## src/rtl/bitbalance_arbiter.sv

```systemverilog
// bitbalance_arbiter: two-requester scheduler for one shared popcount engine.
// A granted requester streams FRAME_LEN bytes. Their total ones count,
// a balance flag and the owner ID are then offered on a result handshake.
// Optional build macro BB_FIXED_PRIO_EN: requester 0 wins every tie
// (fixed priority) instead of round-robin.
module bitbalance_arbiter #(
   parameter int FRAME_LEN = 4
) (
   input  logic       clk,
   input  logic       reset,
   input  logic       req0_valid,
   input  logic [7:0] req0_data,
   output logic       req0_ready,
   input  logic       req1_valid,
   input  logic [7:0] req1_data,
   output logic       req1_ready,
   output logic       res_valid,
   input  logic       res_ready,
   output logic       res_id,
   output logic [7:0] res_ones,
   output logic       res_balanced
);

   // Beat index of the final byte in a frame. A frame is balanced when its
   // ones count equals half of its 8*FRAME_LEN bits.
   localparam logic [4:0] LAST_BEAT = 5'(FRAME_LEN - 1);
   localparam logic [7:0] HALF_BITS = 8'(4 * FRAME_LEN);

   typedef enum logic [1:0] {
      S_IDLE  = 2'd0,
      S_ACCUM = 2'd1,
      S_DONE  = 2'd2
   } state_t;

   state_t       state;
   state_t       state_nxt;
   logic         owner;
   logic         last_grant;
   logic [7:0]   acc;
   logic [4:0]   beat_cnt;
   logic         grant_sel;
   logic         any_valid;
   logic         own_valid;
   logic [7:0]   own_data;
   logic [3:0]   own_ones;
   logic [7:0]   acc_sum;
   logic         beat_fire;
   logic         last_beat;

   function automatic logic [3:0] popcount8(input logic [7:0] d);
      logic [3:0] cnt;
      cnt = 4'd0;
      for (int i = 0; i < 8; i++) begin
         cnt = cnt + {3'b000, d[i]};
      end
      return cnt;
   endfunction

   assign any_valid = req0_valid | req1_valid;

`ifdef BB_FIXED_PRIO_EN
   // Requester 0 always wins; requester 1 is granted only when it is alone.
   assign grant_sel = ~req0_valid;
`else
   // On a tie the requester that did not own the previous frame wins.
   assign grant_sel = (req0_valid && req1_valid) ? ~last_grant : req1_valid;
`endif

   // Owner-side data mux feeding the single popcount engine.
   assign own_valid = owner ? req1_valid : req0_valid;
   assign own_data  = owner ? req1_data  : req0_data;
   assign own_ones  = popcount8(own_data);
   assign acc_sum   = acc + {4'b0000, own_ones};
   assign beat_fire = (state == S_ACCUM) && own_valid;
   assign last_beat = (beat_cnt == LAST_BEAT);

   // State register.
   always_ff @(posedge clk) begin
      if (!reset) begin
         state <= S_IDLE;
      end else begin
         state <= state_nxt;
      end
   end

   // Next-state logic: grant, stream the frame, then hold until the result is taken.
   always_comb begin
      state_nxt = state;
      case (state)
         S_IDLE:  if (any_valid)              state_nxt = S_ACCUM;
         S_ACCUM: if (beat_fire && last_beat) state_nxt = S_DONE;
         S_DONE:  if (res_ready)              state_nxt = S_IDLE;
         default:                             state_nxt = S_IDLE;
      endcase
   end

   // Ready decode: only the owner is ready, and only while accumulating.
   always_comb begin
      req0_ready = 1'b0;
      req1_ready = 1'b0;
      if (state == S_ACCUM) begin
         req0_ready = ~owner;
         req1_ready = owner;
      end
   end

   // Owner latch, ones accumulation and registered result outputs.
   always_ff @(posedge clk) begin
      if (!reset) begin
         owner        <= 1'b0;
         last_grant   <= 1'b1;
         acc          <= 8'd0;
         beat_cnt     <= 5'd0;
         res_valid    <= 1'b0;
         res_id       <= 1'b0;
         res_ones     <= 8'd0;
         res_balanced <= 1'b0;
      end else begin
         case (state)
            S_IDLE: begin
               if (any_valid) begin
                  owner <= grant_sel;
               end
            end
            S_ACCUM: begin
               if (beat_fire) begin
                  acc      <= acc_sum;
                  beat_cnt <= beat_cnt + 5'd1;
                  if (last_beat) begin
                     res_valid    <= 1'b1;
                     res_id       <= owner;
                     res_ones     <= acc_sum;
                     res_balanced <= (acc_sum == HALF_BITS);
                  end
               end
            end
            S_DONE: begin
               if (res_ready) begin
                  res_valid  <= 1'b0;
                  last_grant <= owner;
                  acc        <= 8'd0;
                  beat_cnt   <= 5'd0;
               end
            end
            default: begin
               res_valid <= 1'b0;
            end
         endcase
      end
   end

endmodule

```

## config.mk

```make
export PLATFORM = sky130hd
export DESIGN_NAME = bitbalance_arbiter
export DESIGN_NICKNAME = d
export VERILOG_FILES = /design/src/rtl/bitbalance_arbiter.sv
export SDC_FILE = /design/constraint.sdc
export NUM_CORES = 1
export LEC_CHECK = 0
export ABC_AREA = 1
export CAP_MARGIN = 10
export CORE_ASPECT_RATIO = 0.9
export CORE_MARGIN = 10
export CORE_UTILIZATION = 54
export CTS_CLUSTER_DIAMETER = 80
export DETAILED_ROUTE_END_ITERATION = 16
export PLACE_DENSITY_LB_ADDON = 0.25
export SYNTH_ARGS = -nofsm -noshare
export SYNTH_HDL_FRONTEND = slang
export SYNTH_SLANG_ARGS = --single-unit
export TNS_END_PERCENT = 20
```

## constraint.sdc

```tcl
create_clock -name clk -period 5.9 [get_ports clk]
set_clock_uncertainty 0.15 [all_clocks]
set_input_delay 0.885 -clock clk [delete_from_list [all_inputs] [get_ports clk]]
set_output_delay 0.885 -clock clk [all_outputs]
set_load 0.05 [all_outputs]
```

After elaboration in Yosys (flattened, before gate mapping)
Index checks and enable logic that the tools add are counted.
{"block": "totals", "register_bits": 28, "inputBits": 21}
{"block": "op_classes", "add_sub_neg": 9, "muxes": 19, "eq_ne": 9, "reduce_logical": 11, "bitwise": 4}
{"op": "8-bit two-way mux", "count": 3}
{"op": "4-bit by 1-bit adder with 4-bit output", "count": 4}
{"op": "8-bit one-hot mux with 2 select lines", "count": 1}
{"op": "5-bit two-way mux", "count": 2}
{"op": "5-bit one-hot mux with 2 select lines", "count": 1}
{"op": "3-bit AND reduction", "count": 3}
{"op": "8-bit by 4-bit adder with 8-bit output", "count": 1}
{"op": "8-bit by 5-bit == test with 1-bit output, second input constant", "count": 1}
{"op": "2-bit inequality test, second input constant", "count": 4}
{"op": "1-bit two-way mux", "count": 7}
{"op": "2-bit two-way mux", "count": 3}
{"op": "2-bit one-hot mux with 3 select lines", "count": 1}
{"op": "5-bit by 1-bit adder with 5-bit output, second input constant", "count": 1}
{"op": "5-bit by 2-bit == test with 1-bit output, second input constant", "count": 1}
{"op": "3-bit by 1-bit adder with 4-bit output", "count": 1}
{"op": "2-bit AND reduction", "count": 2}
{"op": "4-bit AND reduction", "count": 1}
{"op": "2-bit by 1-bit adder with 3-bit output", "count": 1}
{"op": "1-bit logical AND", "count": 3}
{"op": "1-bit inverter", "count": 3}
{"op": "1-bit one-hot mux with 3 select lines", "count": 1}
{"op": "1-bit by 1-bit adder with 2-bit output", "count": 1}
{"op": "2-bit by 1-bit == test with 1-bit output, second input constant", "count": 1}
{"op": "2-bit == test, second input constant", "count": 1}
{"op": "other kinds (4)", "count": 4}

Logic depth before layout (Yosys ltp)
Gate-level depths: netlist (run 1).
{"block": "depth", "ltp_word": 11, "mapped_depth": 18}

Worst setup path before layout (run 1)
Ideal clock, no wire load.
{"block": "synth_path", "path_type": "input to register", "from": "in req1_data[0]", "to": "reg res_balanced", "arrival_ns": 4.069, "path_stages": 16, "slack_ns": 1.614, "setup_ns": 0.067, "n_path_buf": 0, "cell_sequence": "mux2i_1 -> fa_1 -> inv_1 -> fa_1 -> inv_1 -> fa_1 -> fa_1 -> inv_1 -> fa_1 -> nor2_1 -> nand2_1 -> nor2_1 -> nand3_1 -> nor2_1 -> nand2_1 -> a21oi_2"}
{"block": "synth_between", "elab_chain_len": 10}
{"element": "start, declared", "line": "15", "text": "input logic [7:0] req1_data,"}
{"element": "8-bit two-way mux", "line": "71", "text": "assign own_data = owner ? req1_data : req0_data;"}
{"element": "1-bit by 1-bit adder with 2-bit output", "line": "54", "text": "cnt = cnt + {3'b000, d[i]};"}
{"element": "2-bit by 1-bit adder with 3-bit output", "line": "54"}
{"element": "3-bit by 1-bit adder with 4-bit output", "line": "54"}
{"element": "4-bit by 1-bit adder with 4-bit output (4 in series)", "line": "54"}
{"element": "8-bit by 4-bit adder with 8-bit output", "line": "73", "text": "assign acc_sum = acc + {4'b0000, own_ones};"}
{"element": "named net acc_sum[1]", "line": "46", "text": "logic [7:0] acc_sum;"}
{"element": "8-bit by 5-bit == test with 1-bit output", "line": "133", "text": "res_balanced <= (acc_sum == HALF_BITS);"}
{"element": "end signal, assigned", "line": "133"}
{"element": "end, declared", "line": "21", "text": "output logic res_balanced"}
The timed path passes the listed nets, and every way through them passes these cells.
A chain may end at the register's enable or synchronous reset.

Worst setup path in the final report (run 1)
Same ends and word-level chain as after synthesis.

==> results of run 1 <==
## state kept, by name, indices dropped and copies added (netlist names)
| register | cells |
|---|---|
| last_grant | 1 |
| res_balanced | 1 |
| res_id | 1 |
| owner | 1 |
| res_ones | 8 |
| beat_cnt | 5 |
| res_valid | 1 |
| state | 2 |
| acc | 8 |
## cell type report
cell class,instances,area share
multi-input combinational,162,0.459
sequential,28,0.278
timing repair buffer,33,0.164
inverter,30,0.0559
tap,40,0.0248
clock buffer,4,0.0180
## critical path, stage by stage
cell and delay (ns):
clkdlybuf4s50_1 0.45, mux2i_1 0.09, fa_1 0.53, inv_1 0.05, fa_1 0.54, inv_1 0.06, fa_1 0.50, fa_1 0.43
inv_1 0.12, fa_1 0.46, nor2_1 0.12, nand2_1 0.06, nor2_1 0.12, nand3_1 0.07, nor2_1 0.08, nand2_1 0.06
a21oi_2 0.11
## worst min path at each step
stage,cells after the start,endpoint,start,slack [ns]
floorplan,2,acc[0]$_SDFFE_PN0P_,acc[0]$_SDFFE_PN0P_,0.29
global placement,2,acc[0]$_SDFFE_PN0P_,acc[0]$_SDFFE_PN0P_,0.30
detailed placement,2,acc[0]$_SDFFE_PN0P_,acc[0]$_SDFFE_PN0P_,0.31
CTS,2,res_valid$_SDFFE_PN0P_,res_valid$_SDFFE_PN0P_,0.33
global route,2,acc[0]$_SDFFE_PN0P_,acc[0]$_SDFFE_PN0P_,0.36
finish,2,res_valid$_SDFFE_PN0P_,res_valid$_SDFFE_PN0P_,0.33
## layer usage
metal | share of wire | global-route usage
met1 | 0.48 | 0.170
met2 | 0.44 | 0.217
met3 | 0.071 | 0.0406
met4 | 0.0043 | 0.0304
met5 | 0 | 0
## per-stage QoR
stage	hold slack [ns]	cell area [sq um]	power, mW
finish	0.327	2010	0.450
global route	0.362	2010	0.483
CTS	0.329	2010	0.454
detailed placement	0.308	1980	0.363
global placement	0.303	1980	0.358
floorplan	0.289	1620	0.322
## logic make-up after synthesis
logic type / count (synthesis) / synth area share
simple gates: 106 / 0.288
buf+inv: 34 / 0.0841
xor+xnor: 1 / 0.00540
flops: 28 / 0.346
fa+ha+maj: 12 / 0.116
compound gates: 37 / 0.124
mux: 6 / 0.0370
## synth_stat cells
cell / instances
nor3_1: 1
nand2_1: 62
inv_1: 25
o211ai_1: 1
nand3b_1: 3
fa_1: 5
nand3_4: 1
nand3_1: 10
nor2_1: 19
buf_6: 1
a21oi_1: 20
or2_2: 1
a31oi_1: 2
nor2_2: 3
a21oi_2: 1
o21ai_0: 8
nand4_1: 3
ha_1: 7
xnor2_1: 1
o21ai_1: 4
a211oi_2: 1
nand2_4: 1
buf_2: 1
clkbuf_1: 2
dfxtp_1: 28
mux2i_1: 6
nand2_2: 2
clkinv_1: 1
inv_2: 4
## power by group
part	switching, mW	total [mW]	internal (mW)
Combinational	0.0896	0.157	0.0679
Clock	0.0545	0.0923	0.0378
Sequential	0.00538	0.201	0.195
Total	0.149	0.450	0.301
==> results.ini, run 1 <==
[power_and_ir_drop]
leakagePower_nw = 0.857
ir_worst_vdd_mv = 0.185
cellPowerDensity_nw_per_um2 = 224

[die]
core_sq_um = 2820
die_w_um = 77.8
io_pins = 34
std_cell_rows = 18
die_area_sq_um = 5600
start_util = 0.576
chipHeight_um = 72.0

[placed_design]
portBuffers = 33
dpl.hpwl_um = 2930
dp_slack_ns = 0.936
place_congestion = 0.814
placedCellCount = 293

[synth]
seq_area_frac_synth = 0.346
synth_nets = 257
ys_ff_latch = 28
synth_top_area_share = 0.346
synth.distinct_cells = 29
synth_area_sq_um = 1620
yosys_warnings = 0
syn_inst = 224
synthTopCellsByArea = dfxtp_1, nand2_1, a21oi_1, fa_1, inv_1
synth_top_area_cell = dfxtp_1
syn_area_per_cell_sq_um = 7.24

[timing]
fmax_mhz = 217
finalMaxSlewViolations = 0
fin_crit_ns = 4.61
setup_viol = 0
worst_pin_slew_ns = 0.550
fin_crit_sh = 0.782
finalHoldViolations = 0
slew_headroom = 0.633
rsz0062_at_grt = no
fin_setup_tns_ns = 0
setup_slack_ns = 1.29

[layout]
final_layout_size_suffix_gt1_frac = 0.0700
num-fill-cells = 245
mostFrequentLayoutCells = nand2_1, clkdlybuf4s50_1, dfxtp_1
fin_nets = 291
ff_latch_area_sq_um = 561
multi_input_area_sq_um = 925
fin_cells = 297
antenna_cells = 0
area_growth_pct = 24.2
final_util = 0.716
final_common_cell = nand2_1

[global_routing]
grt_max_degree = 17
grt_pass1_vias = 1406
grt_usage = 0.134
antenna_found_initial = 0
grt_overflow = 0
grt_first_pass_wirelength_um = 6270

[run]
drv_cap = 0

[clock_network]
clk_pin_slew_ns = 0.14
cts_resized = 0
cts_setup_buffers = 0
numCtsBuffers = 3
ctsHtreeMaxLevel = 1
postCtsHoldBufs = 0
cts_tree = yes
cts-root-buf = clkbuf_4
clk_latency_ns = 0.32
cts_max_path_buffers = 2
clock_sinks = 28

[route]
drc_errors = 0
wl_per_cell_um = 12.4
drt_iter0_drc = 75
drt-total-wl_um = 3690
dr_total_vias = 1493
antenna_left = 0
detail_route.first_pass.iterations = 4
vias_per_cell = 5.03

[worst_hold_path]
hp-class = reg -> reg

[setup_path]
cp-end-kind = flip-flop
path_class = in -> reg
start_kind = primary input
r2r_end = res_balanced$_SDFFE_PN0P_
r2r-start = owner$_SDFFE_PN0P_
cp-endpoint = res_balanced$_SDFFE_PN0P_
r2r.worst_path.cells = 16
crit_fanout = 3
cp.required_ns = 6.02
startpoint = req1_data[0]
critical_path_arrival_ns = 4.73
r2r_slack_ns = 1.50

[outcome]
status = completed

(Power assumes the default switching activity.)
==> run 2: changes to the inputs <==
Settings changed: CORE_UTILIZATION 54 to 50.
Clock period 5.9 ns to 4.6 ns, I/O delays scaled along.
==> results.ini, run 2 (synthesis gave the netlist of run 1 again) <==
[power_and_ir_drop]
ir_worst_vdd_mv = 0.177
cellPowerDensity_nw_per_um2 = 292
leakagePower_nw = 0.869

[setup_path]
r2r-start = owner$_SDFFE_PN0P_
crit_fanout = 2
r2r_end = res_balanced$_SDFFE_PN0P_
path_depth = 17
slowest_delay_ns = 0.54
path_buf_inv = 4
critPathTopFamily = adder cells
cp_slowest_cell = fa_1
r2r.worst_path.cells = 16
path_class = in -> reg
cpMostUsedCell = fa_1
start_kind = primary input
r2r_slack_ns = 0.53
startpoint = req1_data[0]
cp.required_ns = 4.71
cp-endpoint = res_balanced$_SDFFE_PN0P_
critical_path_arrival_ns = 4.45
cp-end-kind = flip-flop
worstPathCellList = clkdlybuf4s50_1 -> mux2i_1 -> fa_1 -> inv_1 -> fa_1 -> inv_1 -> fa_1 -> fa_1 -> inv_1 -> fa_1 -> nor2_1 -> nand2_1 -> nor2_1 -> nand3_1 -> nor2_1 -> nand2_1 -> a21oi_2

[die]
chipHeight_um = 74.0
std_cell_rows = 19
start_util = 0.525
die_w_um = 80.0
io_pins = 34
core_sq_um = 3090
die_area_sq_um = 5920

[route]
vias_per_cell = 4.88
drt_iter0_drc = 61
dr_total_vias = 1473
antenna_left = 0
drt-total-wl_um = 3750
wl_per_cell_um = 12.4
drc_errors = 0
detail_route.first_pass.iterations = 4

[layout]
top_regs = acc: 8 flops, res_ones: 8 flops, beat_cnt: 5 flops
area_growth_pct = 25.4
final_util = 0.658
antenna_cells = 0
fin_nets = 295
fin_area_sq_um = 2030
mostFrequentLayoutCells = nand2_1, clkdlybuf4s50_1, dfxtp_1
fin_cells = 302
final_layout_size_suffix_gt1_frac = 0.0808
num-fill-cells = 276
final_common_cell = nand2_1
ff_latch_area_sq_um = 561
multi_input_area_sq_um = 925

[run]
drv_cap = 0

[clock_network]
cts_tree = yes
clock_sinks = 28
clk_latency_ns = 0.32
cts_max_path_buffers = 2
cts-root-buf = clkbuf_4
postCtsHoldBufs = 0
ctsHtreeMaxLevel = 1
numCtsBuffers = 3
clk_pin_slew_ns = 0.13
cts_setup_buffers = 0
cts_resized = 0

[worst_hold_path]
hp-class = reg -> reg

[timing]
fin_setup_tns_ns = 0
fin_crit_ns = 4.34
rsz0062_at_grt = no
slew_headroom = 0.645
setup_viol = 0
fin_crit_sh = 0.944
finalMaxSlewViolations = 0
fmax_mhz = 230
finalHoldViolations = 0
worst_pin_slew_ns = 0.532

[global_routing]
antenna_found_initial = 0
grt_usage = 0.128
grt_busiest_layer = met2
use_met1 = 0.155
use_met3 = 0.0422
grtUsageMet2 = 0.220
grt_pass1_vias = 1402
grt_first_pass_wirelength_um = 6220
grt_overflow = 0
grt_max_degree = 17

[placed_design]
dpl.hpwl_um = 3030
place_congestion = 0.796
placedCellCount = 299
portBuffers = 33
placed_cell_area_sq_um = 2010

[outcome]
status = completed

[run 2: through the flow]
stage          setup slack, ns  power, mW  hold slack (ns)
2_1_floorplan            0.509      0.413            0.289
3_3_place_gp           -0.0357      0.497            0.305
3_5_place_dp           -0.0898      0.503            0.319
4_1_cts                  0.250      0.600            0.339
5_1_grt                 0.0490      0.634            0.356
6_report                 0.258      0.594            0.334
[run 2: final cells by class]
cell class                 instances  share of cell area
clock buffer                       3              0.0111
inverter                          30              0.0554
multi-input combinational        162               0.455
sequential                        28               0.276
tap                               42              0.0258
timing repair buffer              37               0.177
[run 2: where the power goes]
group	total (mW)	switching, mW	internal, mW
Combinational	0.242	0.127	0.115
Sequential	0.256	0.00559	0.250
Clock	0.0964	0.0658	0.0307
Total	0.594	0.198	0.396
[run 2: worst min-delay path by stage]
stage / startpoint / end / slack, ns / depth (start not counted)
final: res_valid$_SDFFE_PN0P_ / res_valid$_SDFFE_PN0P_ / 0.33 / 2
after global routing: acc[1]$_SDFFE_PN0P_ / acc[1]$_SDFFE_PN0P_ / 0.36 / 2
after CTS: acc[2]$_SDFFE_PN0P_ / acc[2]$_SDFFE_PN0P_ / 0.34 / 2
after detailed placement: acc[2]$_SDFFE_PN0P_ / acc[2]$_SDFFE_PN0P_ / 0.32 / 2
after global placement: acc[0]$_SDFFE_PN0P_ / acc[0]$_SDFFE_PN0P_ / 0.31 / 2
after floorplan: acc[0]$_SDFFE_PN0P_ / acc[0]$_SDFFE_PN0P_ / 0.29 / 2
[run 2: worst min-delay path, stage by stage, from the launching register on]
cell	delay, ns
dfxtp_1	0.33
nand3_1	0.08
nand2_1	0.05
[run 2: per-layer routing]
| layer | up-vias | part of all wire |
|---|---|---|
| met4 | 0 | 0.0056 |
| met5 | - | 0 |
| li1 | 791 | - |
| met3 | 4 | 0.064 |
| met1 | 640 | 0.47 |
| met2 | 38 | 0.46 |
